File: config.mk
export PLATFORM = sky130hd
export DESIGN_NAME = add_sum_merge
export DESIGN_NICKNAME = d
export VERILOG_FILES = /design/src/rtl/add_sum_merge.sv
export SDC_FILE = /design/constraint.sdc
export NUM_CORES = 1
export LEC_CHECK = 0
export CORE_UTILIZATION = 57
export DETAILED_ROUTE_END_ITERATION = 10
export HOLD_SLACK_MARGIN = 0.03
export PLACE_DENSITY = 0.8
export SYNTH_ARGS = -nofsm -noshare
export SYNTH_HDL_FRONTEND = slang
export SYNTH_SLANG_ARGS = --single-unit
File: constraint.sdc
create_clock -name clk -period 4.3 [get_ports clk]
set_clock_uncertainty 0.2 [all_clocks]
set_input_delay 0.86 -clock clk [delete_from_list [all_inputs] [get_ports clk]]
set_output_delay 0.86 -clock clk [all_outputs]
set_load 0.03 [all_outputs]
File: src/rtl/add_sum_merge.sv
// Merges the two round-robin add_sum lane result streams back into one in-order stream.
// Optional out_cnt transfer counter is enabled with `define ADD_SUM_MERGE_CNT_EN.
module add_sum_merge #(
    parameter int unsigned DATA_WIDTH = 32,
    parameter int unsigned FIFO_DEPTH = 4
) (
    input  logic                  clk,
    input  logic                  rstn,
    input  logic                  flush,
    input  logic                  lane0_valid,
    input  logic [DATA_WIDTH-1:0] lane0_data,
    output logic                  lane0_ready,
    input  logic                  lane1_valid,
    input  logic [DATA_WIDTH-1:0] lane1_data,
    output logic                  lane1_ready,
    output logic                  out_valid,
    input  logic                  out_ready,
    output logic [DATA_WIDTH-1:0] out_data,
    output logic                  out_lane
`ifdef ADD_SUM_MERGE_CNT_EN
    ,
    output logic [31:0]           out_cnt
`endif
);

    localparam int unsigned AW = (FIFO_DEPTH > 1) ? $clog2(FIFO_DEPTH) : 1;
    localparam int unsigned CW = AW + 1;

    logic [CW-1:0]         cnt_q  [2];
    logic [CW-1:0]         cnt_d  [2];
    logic [AW-1:0]         wptr_q [2];
    logic [AW-1:0]         wptr_d [2];
    logic [AW-1:0]         rptr_q [2];
    logic [AW-1:0]         rptr_d [2];
    logic                  sel_q;
    logic                  sel_d;
    logic [1:0]            lane_valid;
    logic [1:0]            lane_ready;
    logic [1:0]            push;
    logic [1:0]            pop_lane;
    logic                  pop;
    logic [DATA_WIDTH-1:0] wdata  [2];
    logic [DATA_WIDTH-1:0] mem    [2][FIFO_DEPTH];

    assign lane_valid = {lane1_valid, lane0_valid};
    assign wdata[0]   = lane0_data;
    assign wdata[1]   = lane1_data;

    always_comb begin
        for (int i = 0; i < 2; i++) begin
            lane_ready[i] = (cnt_q[i] != CW'(FIFO_DEPTH));
            push[i]       = lane_valid[i] & lane_ready[i];
        end
        out_valid = (cnt_q[sel_q] != '0);
        pop       = out_valid & out_ready;
        for (int i = 0; i < 2; i++) begin
            pop_lane[i] = pop & (sel_q == 1'(i));
        end
    end

    assign lane0_ready = lane_ready[0];
    assign lane1_ready = lane_ready[1];
    assign out_data    = mem[sel_q][rptr_q[sel_q]];
    assign out_lane    = sel_q;

    // Flush wins over any transfer in the same cycle; the transfer is simply dropped.
    always_comb begin
        sel_d = sel_q;
        for (int i = 0; i < 2; i++) begin
            cnt_d[i]  = cnt_q[i];
            wptr_d[i] = wptr_q[i];
            rptr_d[i] = rptr_q[i];
        end
        if (flush) begin
            sel_d = 1'b0;
            for (int i = 0; i < 2; i++) begin
                cnt_d[i]  = '0;
                wptr_d[i] = '0;
                rptr_d[i] = '0;
            end
        end else begin
            if (pop) begin
                sel_d = ~sel_q;
            end
            for (int i = 0; i < 2; i++) begin
                cnt_d[i] = cnt_q[i] + CW'(push[i]) - CW'(pop_lane[i]);
                if (push[i]) begin
                    wptr_d[i] = wptr_q[i] + AW'(1);
                end
                if (pop_lane[i]) begin
                    rptr_d[i] = rptr_q[i] + AW'(1);
                end
            end
        end
    end

    always_ff @(posedge clk or negedge rstn) begin
        if (!rstn) begin
            sel_q <= 1'b0;
            for (int i = 0; i < 2; i++) begin
                cnt_q[i]  <= '0;
                wptr_q[i] <= '0;
                rptr_q[i] <= '0;
            end
        end else begin
            sel_q <= sel_d;
            for (int i = 0; i < 2; i++) begin
                cnt_q[i]  <= cnt_d[i];
                wptr_q[i] <= wptr_d[i];
                rptr_q[i] <= rptr_d[i];
            end
        end
    end

    // Storage carries no reset; entries are only visible through valid counts.
    always_ff @(posedge clk) begin
        for (int i = 0; i < 2; i++) begin
            if (push[i] && !flush) begin
                mem[i][wptr_q[i]] <= wdata[i];
            end
        end
    end

`ifdef ADD_SUM_MERGE_CNT_EN
    logic [31:0] out_cnt_q;

    always_ff @(posedge clk or negedge rstn) begin
        if (!rstn) begin
            out_cnt_q <= '0;
        end else if (flush) begin
            out_cnt_q <= '0;
        end else if (pop) begin
            out_cnt_q <= out_cnt_q + 32'd1;
        end
    end

    assign out_cnt = out_cnt_q;
`endif

endmodule

Word level (Yosys, flattened, before mapping) --
Memory sizes are Yosys's and may differ from the RTL's. Cells that the tools add are included.
Word-level totals: register bits 15, RAM bits 256, output and inout port bits 36, word-level logic and storage cells 71, memories kept 1
Memory list:
- mem | depth 2, bits a word 128, rd ports 1, clocked after memory_dff 0, write ports 2, RTL line 43 | logic [DATA_WIDTH-1:0] mem [2][FIFO_DEPTH];
Cells by class: add/subtract/negate cells 8, magnitude comparators 6, eq/ne operators 2, muxes and demuxes 26, bitwise operators 10, reduce and logical (&&, ||, !) cells 11
Operators with widths (number):
- 128-bit two-way mux | 2
- 32-bit demux with 2-bit select | 2
- 32-bit two-way mux | 4
- 32-bit binary-select mux with 2-bit select | 1
- 2-bit two-way mux | 7
- 2-bit nonzero test | 5
- 3-bit >= comparator (second input constant) | 3
- 3-bit two-way mux | 3
- 2-bit inverter with 3-bit output | 3
- 2-bit by 1-bit adder with 2-bit output (second input constant) | 4
- 4-bit two-way mux | 2
- 3-bit by 1-bit adder with 3-bit output | 2
- 3-bit by 1-bit less-than comparator with 1-bit output (second input constant) | 2
- 6-bit two-way mux | 1
- 3-bit != test (second input constant) | 2
- 3-bit by 1-bit subtractor with 3-bit output | 2
- 1-bit bitwise AND | 5
- 1-bit logical AND | 4
- 1-bit two-way mux | 4
- 3-bit nonzero test | 1
- 2-bit >= comparator (second input constant) | 1
- 1-bit inverter with 2-bit output | 1
- 1-bit logical NOT | 1
- 1-bit inverter | 1

Depth between registers and ports, before layout --
depth after elaboration 9, mapped depth 11

Worst setup path after synthesis --
Ideal clock, no wire load.
path kind input -> register, start input flush, end memory mem[0][0] (netlist bit) (enable), setup time 0.468 ns, arrival 3.659 ns, data required time 3.632 ns, setup slack -0.027 ns, stages 3, path buffers 2, cells stage by stage clkbuf_1 clkbuf_1 nor3b_1
RTL lines:
- start, declared | RTL line 9 | input logic flush,
- end, declared | RTL line 43

Final worst setup path --
start register rptr_q[3] (netlist bit), end output out_data[8]
Between the ends: cells in the longest elaborated chain, start to end 7
Ends and longest elaborated chain:
- start, declared | RTL line 33 | logic [AW-1:0] rptr_q [2];
- start signal, assigned by index | RTL line 110 | rptr_q[i] <= rptr_d[i];
- 2-bit two-way mux (not written as such) (3 in a row) | RTL line 63 | assign out_data = mem[sel_q][rptr_q[sel_q]];
- 2-bit inverter with 3-bit output (not written as such) | RTL line 63
- 32-bit binary-select mux with 2-bit select | RTL line 63
- 32-bit two-way mux (not written as such) (2 in a row) | RTL line 63
- end, declared | RTL line 18 | output logic [DATA_WIDTH-1:0] out_data,
No other way between the ends. The select of a mux whose other input is x is not followed.

==> impl_summary.log <==
INFO  metric syn_nets = approximately 630
INFO  metric detail-route-antenna-nets = 0
INFO  metric synthCells = 544
INFO  metric finalPower = around 7.4 mW
INFO  metric clkTransAtPathRegs = about 0.060 ns
INFO  metric period_share = approximately 96%
INFO  metric multi_input_comb_area = 0.002556 mm2
INFO  metric cp_slowest_cell = dfrtp_4
INFO  metric power_switching_share = ~28%
INFO  metric vdd_drop_max = 0.3005 mV
INFO  metric clkSinkCount = approximately 270
INFO  metric power.share.sequential = a little over two fifths
INFO  metric wl_per_cell = approximately 23 um
INFO  metric p_int = between 5 and 6 mW
INFO  metric die_x = around 140 um
INFO  metric worstSetupPathType = reg2out
INFO  metric synthDominantAreaCellType = edfxtp_1
INFO  metric power-per-cell-area = around 570 mW/mm2
INFO  metric finalWorstPathRequiredPeriod = 4.123 ns
INFO  metric total_leakage_power = 4.170 nW
INFO  metric final_stage_net_count = roughly 750
INFO  metric die_height = about 140 um
INFO  metric cp_data_arrival_time = roughly 3 ns
INFO  metric slew-limit-headroom = approximately a third
INFO  metric ys_top_cells_by_area = edfxtp_1 71%, mux4_2 6.7%, mux2i_1 6.1%, o221ai_2 3.8%, dfrtp_1 3.5%
INFO  metric stdcell_count = between 900 and 1000
INFO  metric flow.area_growth_from_synthesis = 21.23%
INFO  metric crit_fanout = 58
INFO  metric antenna_found_initial = 0
INFO  metric detailedPlacementHpwl = 13000 um
INFO  metric dpl.cell_count = roughly 860
INFO  metric clock_tree_from_tritoncts = built
INFO  metric via_count = around 5400
INFO  metric crit_path_max_incr_delay = roughly 1.1 ns
INFO  metric yosysMostFrequentCell = edfxtp_1
INFO  metric cts-resized-gates = 0
INFO  metric critical_path_required = between 3 and 4 ns
INFO  metric maxSlewViolCount = 0
INFO  metric design_area = around 0.013 mm2
INFO  metric yosysTopAreaCellShare = between 70 and 80%
INFO  metric hold_path_class = reg2reg
INFO  metric routed_via_density = approximately 5.9
INFO  metric cts_post_setup_buffers_inserted = 0
INFO  metric ys_seq_elements = about 270
INFO  metric tns = 0 ns
INFO  metric timing.critical_path.buf_inv = 2
INFO  metric clkLatencyLatePin = around 0.5 ns
INFO  metric placeableCoreArea = 0.01827 mm2
INFO  metric io_buffers = between 100 and 150
INFO  metric synthesis.area = 0.01079 mm2
INFO  metric synth_cell_type_count = 36
INFO  metric startpoint_class = flip-flop
INFO  metric share_of_final_layout_standard_cells_stronger_than_drive_strength_1 = between 10% and 20%
INFO  metric synth-edff-count = approximately 260
INFO  metric worstPathCellList = buf_4 > mux2i_1 > o221ai_2 > clkdlybuf4s50_1
INFO  metric wirelength = around 21000 um
INFO  metric num_antenna_cells = 0
INFO  metric netlist_top_cells_count = 256 x edfxtp_1, 66 x mux2i_1, 32 x mux4_2, 32 x nand2_1, 27 x o221ai_2
INFO  metric die-area = about 0.019 mm2
INFO  metric finalSetupViolations = 0
INFO  metric p_switching = between 2 and 2.5 mW
INFO  metric firstDrtPassIters = 5
INFO  metric grt_pass1_wl = 32460 um
INFO  metric hold-worst-slack = approximately 0.41 ns
INFO  metric max_cap_violations = 0
INFO  metric cts_root_buf = clkbuf_16
INFO  metric finalHoldViolCount = 0
INFO  metric first_global_vias = around 5600
INFO  metric ctsHoldBuffers = 0
INFO  metric ys_dominant_reg_cell = edfxtp_1
INFO  metric register_area = approximately 0.008 mm2
INFO  metric grt_start_max_net_pins = 59
INFO  metric yosys_warnings = 0
INFO  metric drt_drc_violations_left = 0
INFO  metric initial_utilization = between 50% and 60%
INFO  metric postSynth.asyncResetShare = under 10%
INFO  metric initialDrtViolationCount = 438
INFO  metric grt_setup_unrepaired = no
INFO  metric power_frac_comb = a little under a quarter
INFO  metric post_dp_cell_area = approximately 0.012 mm2
INFO  metric worst_slew_pin_slew = between 1 and 1.5 ns
INFO  metric fmax = between 200 and 250 MHz
INFO  metric fillCellCount = ~1100
INFO  metric setup.worst_path.end_class = primary output
INFO  metric std_cell_rows = 49
INFO  metric total_global_routing_track_utilization = ~22%
INFO  metric post_synth.cell_area_avg = just under 20 um2
INFO  metric gpl.final_weighted_congestion = a little under 0.8
INFO  metric maximum_clock_path_buffer_count = 3
INFO  metric cts_buffers = 26
INFO  metric residual_overflow_from_global_routing = 0
INFO  metric power.clock.fraction = 33.1%
INFO  metric ios = approximately 110
INFO  metric cts_max_level = 1
INFO  metric synth_sequential_area_ratio = between 70 and 80%
INFO  metric critPathTopFamily = flip-flops
INFO  metric status = finished, final reports clean
## state kept, by name, indices dropped and copies added, names as in the netlist
register  flops
out_lane      1
rptr_q        4
wptr_q        4
mem         256
cnt_q         6
## worst paths after layout
path / start / to / slack (ns) / cells past startpoint
max: rptr_q[3]$_DFFE_PN0P_ / out_data[8] / 0.18 / 4
min: wptr_q[1]$_DFFE_PN0P_ / wptr_q[1]$_DFFE_PN0P_ / 0.41 / 2
max reg2reg: cnt_q[4]$_DFF_PN0_ / cnt_q[5]$_DFF_PN0_ / 1.45 / 11
min reg2reg: wptr_q[1]$_DFFE_PN0P_ / wptr_q[1]$_DFFE_PN0P_ / 0.41 / 2
max in group asynchronous: rstn / rptr_q[3]$_DFFE_PN0P_ / 2.77 / 1
min in group asynchronous: rstn / cnt_q[4]$_DFF_PN0_ / 0.59 / 1
## cell type report
class	count	area share, %
Inverter	12	0.3445
Multi-Input combinational cell	230	19.55
Tap cell	229	2.191
Sequential cell	271	61.70
Clock inverter	18	1.818
Timing Repair Buffer	120	8.994
Clock buffer	30	5.406
## logic make-up (layout without fill, tap and decap cells)
kind of cell / after synthesis / after routing / synth area share [%]
buf+inv: 43 / 180 / 2.053
simple gates: 70 / 70 / 3.271
xor+xnor: 4 / 4 / 0.3248
flops: 271 / 271 / 74.75
mux: 100 / 100 / 13.08
fa+ha+maj: 14 / 14 / 1.763
compound gates: 42 / 42 / 4.756
## per-layer routing
metal | vias to the layer above | track usage (%) | wire [um]
li1 | 2409 | - | -
met1 | 2744 | 31.64 | 8935
met2 | 230 | 37.40 | 10760
met3 | 19 | 3.269 | 1372
met4 | 0 | 5.090 | 229
met5 | - | 0 | 0
## per-stage QoR
stage | worst slack (ns) | utilization, %
floorplan | -0.02736 | -
global placement | 0.7751 | 66.37
detailed placement | 0.7251 | 66.37
CTS | 0.1145 | 71.55
global route | 0.06124 | 71.57
finish | 0.1773 | 71.57
## cells in the final DEF (no fill, tap or decap), types with 6 or more instances in the layout
master,count
inv_1,12
clkdlybuf4s50_1,105
nand2_1,32
clkbuf_16,27
buf_4,14
edfxtp_1,256
mux4_2,32
mux2i_1,66
dfrtp_1,13
clkinv_2,7
ha_1,12
nor2_1,10
bufinv_16,6
nor3b_2,7
o221ai_2,27
## power groups by stage
stage	clock network, mW	logic (mW)	registers [mW]
global placement	0	1.73	3.24
finish	2.46	1.77	3.20
global route	2.59	1.89	3.22
floorplan	0	1.16	3.20
CTS	2.49	1.79	3.20
detailed placement	0	1.77	3.25
## worst register-to-register path, cell delays in order, from the launching register on
cell and delay, ns:
dfrtp_1 0.45, or3b_1 0.40, and2_4 0.19, inv_1 0.21, ha_1 0.28, inv_1 0.06, ha_1 0.13, inv_1 0.05
fa_1 0.37, xor2_1 0.17, and2_1 0.16, nor3_1 0.12
Note: power is estimated with default switching activity, not from simulation.
